File: src/rtl/cordic_vec_atan2_if.sv
// rtl/cordic_vec_atan2_if.sv - I/Q sample in, phase/magnitude out bus for cordic_vec_atan2
interface cordic_vec_atan2_if #(
  parameter int IN_WIDTH = 16
);
  logic                       in_valid;
  logic signed [IN_WIDTH-1:0] x_i;
  logic signed [IN_WIDTH-1:0] y_i;
  logic                       out_valid;
  logic [19:0]                phase_o;
  logic [IN_WIDTH:0]          mag_o;

  modport master (
    output in_valid, x_i, y_i,
    input  out_valid, phase_o, mag_o
  );

  modport slave (
    input  in_valid, x_i, y_i,
    output out_valid, phase_o, mag_o
  );
endinterface

File: src/rtl/cordic_vec_atan2.sv
// rtl/cordic_vec_atan2.sv - pipelined vectoring-mode CORDIC returning 20-bit phase and magnitude
// MAG_GAIN_COMP_EN adds a K-multiplier stage that removes the CORDIC gain from mag_o.
module cordic_vec_atan2 #(
  parameter int IN_WIDTH      = 16,
  parameter int GUARD         = 4,
  parameter int ITERATION_NUM = 16
`ifdef MAG_GAIN_COMP_EN
  ,
  parameter logic [15:0] K    = 16'h4DBA
`endif
) (
  input  logic              clk,
  input  logic              rst_n,
  cordic_vec_atan2_if.slave bus
);

  localparam int W  = IN_WIDTH + GUARD + 2;
  localparam int N  = ITERATION_NUM;
  localparam int MW = IN_WIDTH + 1;

  // atan(2^-i) in phase units where 2^20 is a full turn
  function automatic logic [19:0] atan_lut(input int i);
    case (i)
      0:       atan_lut = 20'd131072;
      1:       atan_lut = 20'd77376;
      2:       atan_lut = 20'd40884;
      3:       atan_lut = 20'd20753;
      4:       atan_lut = 20'd10417;
      5:       atan_lut = 20'd5213;
      6:       atan_lut = 20'd2607;
      7:       atan_lut = 20'd1304;
      8:       atan_lut = 20'd652;
      9:       atan_lut = 20'd326;
      10:      atan_lut = 20'd163;
      11:      atan_lut = 20'd81;
      12:      atan_lut = 20'd41;
      13:      atan_lut = 20'd20;
      14:      atan_lut = 20'd10;
      15:      atan_lut = 20'd5;
      default: atan_lut = 20'd0;
    endcase
  endfunction

  logic signed [W-1:0] x_q [0:N];
  logic signed [W-1:0] y_q [0:N];
  logic [19:0]         z_q [0:N];
  logic signed [W-1:0] x_d [0:N];
  logic signed [W-1:0] y_d [0:N];
  logic [19:0]         z_d [0:N];
  logic [N:0]          vld_q;
  logic [N:0]          zero_q;

  logic signed [W-1:0] x_ext;
  logic signed [W-1:0] y_ext;

  assign x_ext = {{(W-IN_WIDTH){bus.x_i[IN_WIDTH-1]}}, bus.x_i} <<< GUARD;
  assign y_ext = {{(W-IN_WIDTH){bus.y_i[IN_WIDTH-1]}}, bus.y_i} <<< GUARD;

  always_comb begin
    // Left half-plane is folded into the right half by a 180 degree pre-rotation
    x_d[0] = x_ext;
    y_d[0] = y_ext;
    z_d[0] = 20'h00000;
    if (bus.x_i[IN_WIDTH-1]) begin
      x_d[0] = -x_ext;
      y_d[0] = -y_ext;
      z_d[0] = 20'h80000;
    end
    for (int i = 1; i <= N; i++) begin
      if (!y_q[i-1][W-1]) begin
        x_d[i] = x_q[i-1] + (y_q[i-1] >>> (i-1));
        y_d[i] = y_q[i-1] - (x_q[i-1] >>> (i-1));
        z_d[i] = z_q[i-1] + atan_lut(i-1);
      end else begin
        x_d[i] = x_q[i-1] - (y_q[i-1] >>> (i-1));
        y_d[i] = y_q[i-1] + (x_q[i-1] >>> (i-1));
        z_d[i] = z_q[i-1] - atan_lut(i-1);
      end
    end
  end

  always_ff @(posedge clk or negedge rst_n) begin
    if (!rst_n) begin
      for (int i = 0; i <= N; i++) begin
        x_q[i] <= '0;
        y_q[i] <= '0;
        z_q[i] <= '0;
      end
      vld_q  <= '0;
      zero_q <= '0;
    end else begin
      for (int i = 0; i <= N; i++) begin
        x_q[i] <= x_d[i];
        y_q[i] <= y_d[i];
        z_q[i] <= z_d[i];
      end
      vld_q  <= {vld_q[N-1:0], bus.in_valid};
      zero_q <= {zero_q[N-1:0], (bus.x_i == '0) && (bus.y_i == '0)};
    end
  end

  logic signed [W-1:0] fin_x;
  logic [19:0]         fin_z;
  logic                fin_vld;
  logic                fin_zero;

`ifdef MAG_GAIN_COMP_EN
  localparam int PW = W + 17;

  logic signed [PW-1:0] prod;
  logic signed [PW-1:0] prod_rnd;
  logic signed [W-1:0]  gx_q;
  logic [19:0]          gz_q;
  logic                 gvld_q;
  logic                 gzero_q;

  always_comb begin
    prod     = PW'(x_q[N]) * PW'(signed'({1'b0, K}));
    prod_rnd = (prod + (PW'(1) <<< 14)) >>> 15;
  end

  always_ff @(posedge clk or negedge rst_n) begin
    if (!rst_n) begin
      gx_q    <= '0;
      gz_q    <= '0;
      gvld_q  <= 1'b0;
      gzero_q <= 1'b0;
    end else begin
      gx_q    <= prod_rnd[W-1:0];
      gz_q    <= z_q[N];
      gvld_q  <= vld_q[N];
      gzero_q <= zero_q[N];
    end
  end

  assign fin_x    = gx_q;
  assign fin_z    = gz_q;
  assign fin_vld  = gvld_q;
  assign fin_zero = gzero_q;
`else
  assign fin_x    = x_q[N];
  assign fin_z    = z_q[N];
  assign fin_vld  = vld_q[N];
  assign fin_zero = zero_q[N];
`endif

  localparam logic signed [W-1:0] MAG_MAX = W'((1 << MW) - 1);

  logic signed [W-1:0] mag_full;
  logic [MW-1:0]       mag_d;
  logic [19:0]         phase_d;
  logic                out_valid_q;
  logic [19:0]         phase_q;
  logic [MW-1:0]       mag_q;

  // A zero vector would otherwise report the accumulated sum of all micro-rotations
  always_comb begin
    mag_full = fin_x >>> GUARD;
    mag_d    = mag_full[MW-1:0];
    if (mag_full < 0) begin
      mag_d = '0;
    end else if (mag_full > MAG_MAX) begin
      mag_d = '1;
    end
    phase_d = fin_zero ? 20'h00000 : fin_z;
  end

  always_ff @(posedge clk or negedge rst_n) begin
    if (!rst_n) begin
      out_valid_q <= 1'b0;
      phase_q     <= '0;
      mag_q       <= '0;
    end else begin
      out_valid_q <= fin_vld;
      if (fin_vld) begin
        phase_q <= phase_d;
        mag_q   <= mag_d;
      end
    end
  end

  assign bus.out_valid = out_valid_q;
  assign bus.phase_o   = phase_q;
  assign bus.mag_o     = mag_q;

endmodule

File: src/flat_wrapper.sv
// flat-port wrapper written by rule: the top's interface ports become plain ports
module cordic_vec_atan2_flat 
#(
  parameter int IN_WIDTH      = 16,
  parameter int GUARD         = 4,
  parameter int ITERATION_NUM = 16

)
  (clk, rst_n, bus_in_valid, bus_x_i, bus_y_i, bus_out_valid, bus_phase_o, bus_mag_o);
  cordic_vec_atan2_if #(.IN_WIDTH(IN_WIDTH)) bus_i ();
  input  logic clk;
  input  logic rst_n;
  input wire logic [$bits(bus_i.in_valid)-1:0] bus_in_valid;
  input wire logic [$bits(bus_i.x_i)-1:0] bus_x_i;
  input wire logic [$bits(bus_i.y_i)-1:0] bus_y_i;
  output wire logic [$bits(bus_i.out_valid)-1:0] bus_out_valid;
  output wire logic [$bits(bus_i.phase_o)-1:0] bus_phase_o;
  output wire logic [$bits(bus_i.mag_o)-1:0] bus_mag_o;
  assign bus_i.in_valid = bus_in_valid;
  assign bus_i.x_i = bus_x_i;
  assign bus_i.y_i = bus_y_i;
  assign bus_out_valid = bus_i.out_valid;
  assign bus_phase_o = bus_i.phase_o;
  assign bus_mag_o = bus_i.mag_o;
  cordic_vec_atan2 #(.IN_WIDTH(IN_WIDTH), .GUARD(GUARD), .ITERATION_NUM(ITERATION_NUM)) u_core (.clk(clk), .rst_n(rst_n), .bus(bus_i));
endmodule
File: config.mk
export PLATFORM = sky130hd
export DESIGN_NAME = cordic_vec_atan2_flat
export DESIGN_NICKNAME = d
export VERILOG_FILES = /design/src/rtl/cordic_vec_atan2_if.sv /design/src/rtl/cordic_vec_atan2.sv /design/src/flat_wrapper.sv
export SDC_FILE = /design/constraint.sdc
export NUM_CORES = 2
export LEC_CHECK = 0
export ABC_AREA = 1
export BUFFER_PORTS_ARGS = -buffer_cell sky130_fd_sc_hd__buf_2
export CAP_MARGIN = 15
export CORE_MARGIN = 3
export CORE_UTILIZATION = 50
export CTS_CLUSTER_SIZE = 25
export DETAILED_ROUTE_END_ITERATION = 12
export PLACE_DENSITY = 0.69
export SLEW_MARGIN = 20
export SYNTH_ARGS = -nofsm -noshare
export SYNTH_HDL_FRONTEND = slang
export SYNTH_SLANG_ARGS = --single-unit
File: constraint.sdc
create_clock -name clk -period 3 [get_ports clk]
set_clock_uncertainty 0.2 [all_clocks]
set_input_delay 0.3 -clock clk [delete_from_list [all_inputs] [get_ports clk]]
set_output_delay 0.3 -clock clk [all_outputs]
set_load 0.005 [all_outputs]
==> metrics.md <==
| Metric | Value |
|---|---|
| Outcome | `complete, but fails checks` |
| Failing checks | `setup timing` |
| Dpl cells | `15300` |
| Largest net degree at the start of global routing | `89` |
| Largest cells by area after synthesis | `dfrtp_1 29%, ha_1 14%, nand2_1 12%` |
| Drt initial violations | `6255` |
| Reg-to-reg endpoint | `u_core.x_q[260]` |
| Gpl congestion | `1.01` |
| Area of the multi-input gates | `62300 µm²` |
| CP Max Fanout | `5` |
| GRT overflow | `0` |
| Routed Antenna Nets | `0` |
| Clock transition at path regs | `0.07 ns` |
| Sequential share of the synthesized area | `0.293` |
| # H-tree levels | `3` |
| P&R area growth vs syn | `24.0%` |
| Initial antenna violation count | `2` |
| Number of global-route vias before repair | `83000` |
| Max_cap viols | `0` |
| Die Wd | `427 µm` |
| Hold Vio Cnt, Final | `0` |
| Share of the synthesized area in the top cell type | `0.293` |
| First-pass GRT wire length | `435000 µm` |
| Post-Syn Area per Cell | `7.27 µm²` |
| Worst path required time | `3.43 ns` |
| # clock sinks | `1036` |
| Via-per-instance ratio | `5.45` |
| Ys Warns | `0` |
| Die height | `427 µm` |
| DR WL/cell | `17.9 µm` |
| Flops & latches, synth | `1036` |
| Worst Hold Depth | `3` |
| RSZ-0062 raised after global routing | `true` |
| Max stage delay on crit path | `0.43 ns` |
| Slowest cell on crit path | `ha_2` |
| Hpwl dp | `224000 µm` |
| Flop-to-flop setup slack | `-0.06 ns` |
| EDFF count, synth | `0` |
| Hold Path Origin | `bus_x_i[14]` |
| Highest clock rate | `326 MHz` |
| Reg2reg path depth | `13` |
| Fill cells | `15300` |
| # DRC | `0` |
| Worst reg2reg startpoint | `u_core.y_q[271]` |
| Hold Path Class | `input port to flop` |
| # port buffers | `72` |
| Final cell count without fillers | `15700` |
| Final wirelength | `280000 µm` |
| Sequential cell area | `26000 µm²` |
| Later-pin clock latency in the skew report | `0.78 ns` |
| Placeable Area | `175000 µm²` |
| Data arrival, critical path | `3.49 ns` |
| Final period util | `1.02` |
| Cell taking the most area after synthesis | `dfrtp_1` |
| Die area | `182000 µm²` |
| Synth unique cells | `62` |
| Fraction of layout cells with a size suffix above 1 | `0.202` |
| Root Buffer | `clkbuf_16` |
| Hold Path End | `u_core.x_q[370]` |
| CTS tree | `yes` |
| First-pass DRT Iterations | `7` |
| Setup CP Type | `flop to flop` |
| GRT Total Usage | `0.296` |
| Crit path time final | `3.06 ns` |
| Async SR Flop Fraction | `1.00` |
| Startpoint type of the worst setup path | `flop` |
| IO Count | `73` |
| Final core utilization | `0.628` |
| Mapped Area | `88400 µm²` |
| Initial Utilization | `0.506` |
| Clock Path Buffers | `3` |
| Via Count | `85600` |
| CTS buffer count | `114` |
| Max-slew headroom | `0.303` |
| Final net count | `14300` |
| Post-Syn Instances | `12200` |
| Max Slew Vio Count | `0` |
| Worst Tran Pin Value | `1.04 ns` |
| Row count | `153` |
| Most used DFF post-synth | `dfrtp_1` |
| Worst setup margin | `-0.0640 ns` |
| Critical path, cell by cell | `inv_2 -> nand2_4 -> nor3_4 -> nand4_1 -> or2_1 -> nand2_1 -> xor2_1 -> ha_2 -> nand2_4 -> nor4_1 -> nand2_1 -> nand3_1 -> nand2_2` |
| CP Capture Type | `flop` |
| Final setup vio count | `3` |
critical path: cells and delay by family, from the launching register on:
kind	cells	cell delay, ns
adder cells (fa/ha/maj)	1	0.43
flip-flops	1	0.39
buffers and inverters	1	0.08
AND/OR/NAND/NOR	10	1.76
XOR/XNOR	1	0.07
metrics by stage:
stage | instance area, µm² | hold WS (ns) | setup WS, ns | setup TNS (ns)
floorplan | 88400 | -0.196 | 0.00483 | 0
global placement | 97600 | 0.129 | -0.202 | -1.96
detailed placement | 97600 | 0.130 | -0.167 | -2.50
CTS | 103000 | 0.00779 | -0.00199 | -0.00216
global route | 110000 | 0.0838 | -0.230 | -8.05
finish | 110000 | 0.125 | -0.0640 | -0.105
worst max path at each step:
stage / slack, ns / startpoint / to / cells after the start
after floorplan: 0.005 / u_core.x_q[58] / u_core.y_q[43] / 20
after global placement: -0.20 / u_core.x_q[58] / u_core.y_q[43] / 20
after detailed placement: -0.17 / u_core.x_q[226] / u_core.y_q[212] / 16
after CTS: -0.002 / u_core.x_q[290] / u_core.y_q[282] / 17
after global routing: -0.23 / u_core.y_q[271] / u_core.x_q[260] / 14
final: -0.06 / u_core.y_q[271] / u_core.x_q[260] / 13
state kept, by name, summed over array words and instances, names as in the netlist:
name and count:
u_core.fin_x 18, u_core.y_q 325, u_core.bus.mag_o 17, u_core.x_q 337, u_core.bus.out_valid 1, u_core.zero_q 17
u_core.fin_z 20, u_core.z_q 264, u_core.bus.phase_o 20, u_core.vld_q 17
per-layer routing:
| layer | global-route usage | share of wire | up-vias | wire length [µm] |
|---|---|---|---|---|
| met5 | 0 | 0 | - | 0 |
| met4 | 0.122 | 0.052 | 0 | 14500 |
| met3 | 0.0306 | 0.044 | 676 | 12400 |
| met2 | 0.528 | 0.49 | 2450 | 139000 |
| met1 | 0.361 | 0.41 | 40400 | 115000 |
| li1 | - | - | 42100 | - |
cells by family (layout without fill, tap and decap cells):
kind of cell    after synthesis  in the layout  synth area share
other cells                   2              4         0.0000849
compound gates             1975           1975             0.125
simple gates               5502           5502             0.266
flops                      1036           1036             0.293
xor+xnor                    967            967            0.0959
fa+ha+maj                  1030           1030             0.149
buf+inv                    1645           2860            0.0711
area by class of cell:
type                    instances  share of cell area
multi-input cells            9477               0.568
diodes                          1           0.0000228
inverters                    1554              0.0535
flip-flops and latches       1036               0.237
repair buffers               1091              0.0772
well taps                    2325              0.0265
clock inverters                73             0.00986
clock buffers                 142              0.0284
repair_timing:
| item | in CTS | in global routing |
|---|---|---|
| endpoints found under the hold margin | 864 | 0 |
| endpoints found under the setup margin | 68 | 354 |
| pin swaps | 62 | 453 |
| hold buffers | 69 | 0 |
| buffers inserted | 17 | 122 |
| gates resized for setup | 123 | 1458 |
cell usage in the layout (no fill, tap or decap), types with 56 or more instances in the layout:
master,n
buf_4,915
o21bai_1,98
o21ai_1,139
nor2_2,169
nand2_1,2667
inv_2,117
ha_4,110
o21ai_0,360
nor2_1,951
a21o_1,109
nor3_2,79
nand4_1,196
dlygate4sd3_1,68
nand2_2,235
clkbuf_16,114
a21oi_1,793
xor2_1,724
nand3_2,56
buf_2,72
inv_1,1421
dfrtp_1,999
nor3_1,141
ha_1,824
nand3_1,728
xnor2_1,172
nor2_4,62
o21ai_2,77
a21oi_2,187
cell usage after synthesis (38+ instances only):
| master | n |
|---|---|
| nand2_1 | 2882 |
| inv_1 | 1519 |
| nor2_1 | 1138 |
| dfrtp_1 | 1036 |
| a21oi_1 | 990 |
| ha_1 | 988 |
| nand3_1 | 791 |
| xor2_1 | 780 |
| o21ai_0 | 480 |
| nor3_1 | 215 |
| nand4_1 | 196 |
| xnor2_1 | 186 |
| a21o_1 | 109 |
| o21bai_1 | 104 |
| o21ai_1 | 71 |
| a31oi_1 | 59 |
| nand2_2 | 52 |
| nor3_2 | 44 |
| fa_1 | 42 |
| nor2_2 | 39 |
| clkbuf_1 | 38 |
Power is left out: the tool's default activity adds up to more than one toggle a clock period on the data nets, which glitch-free logic cannot reach.
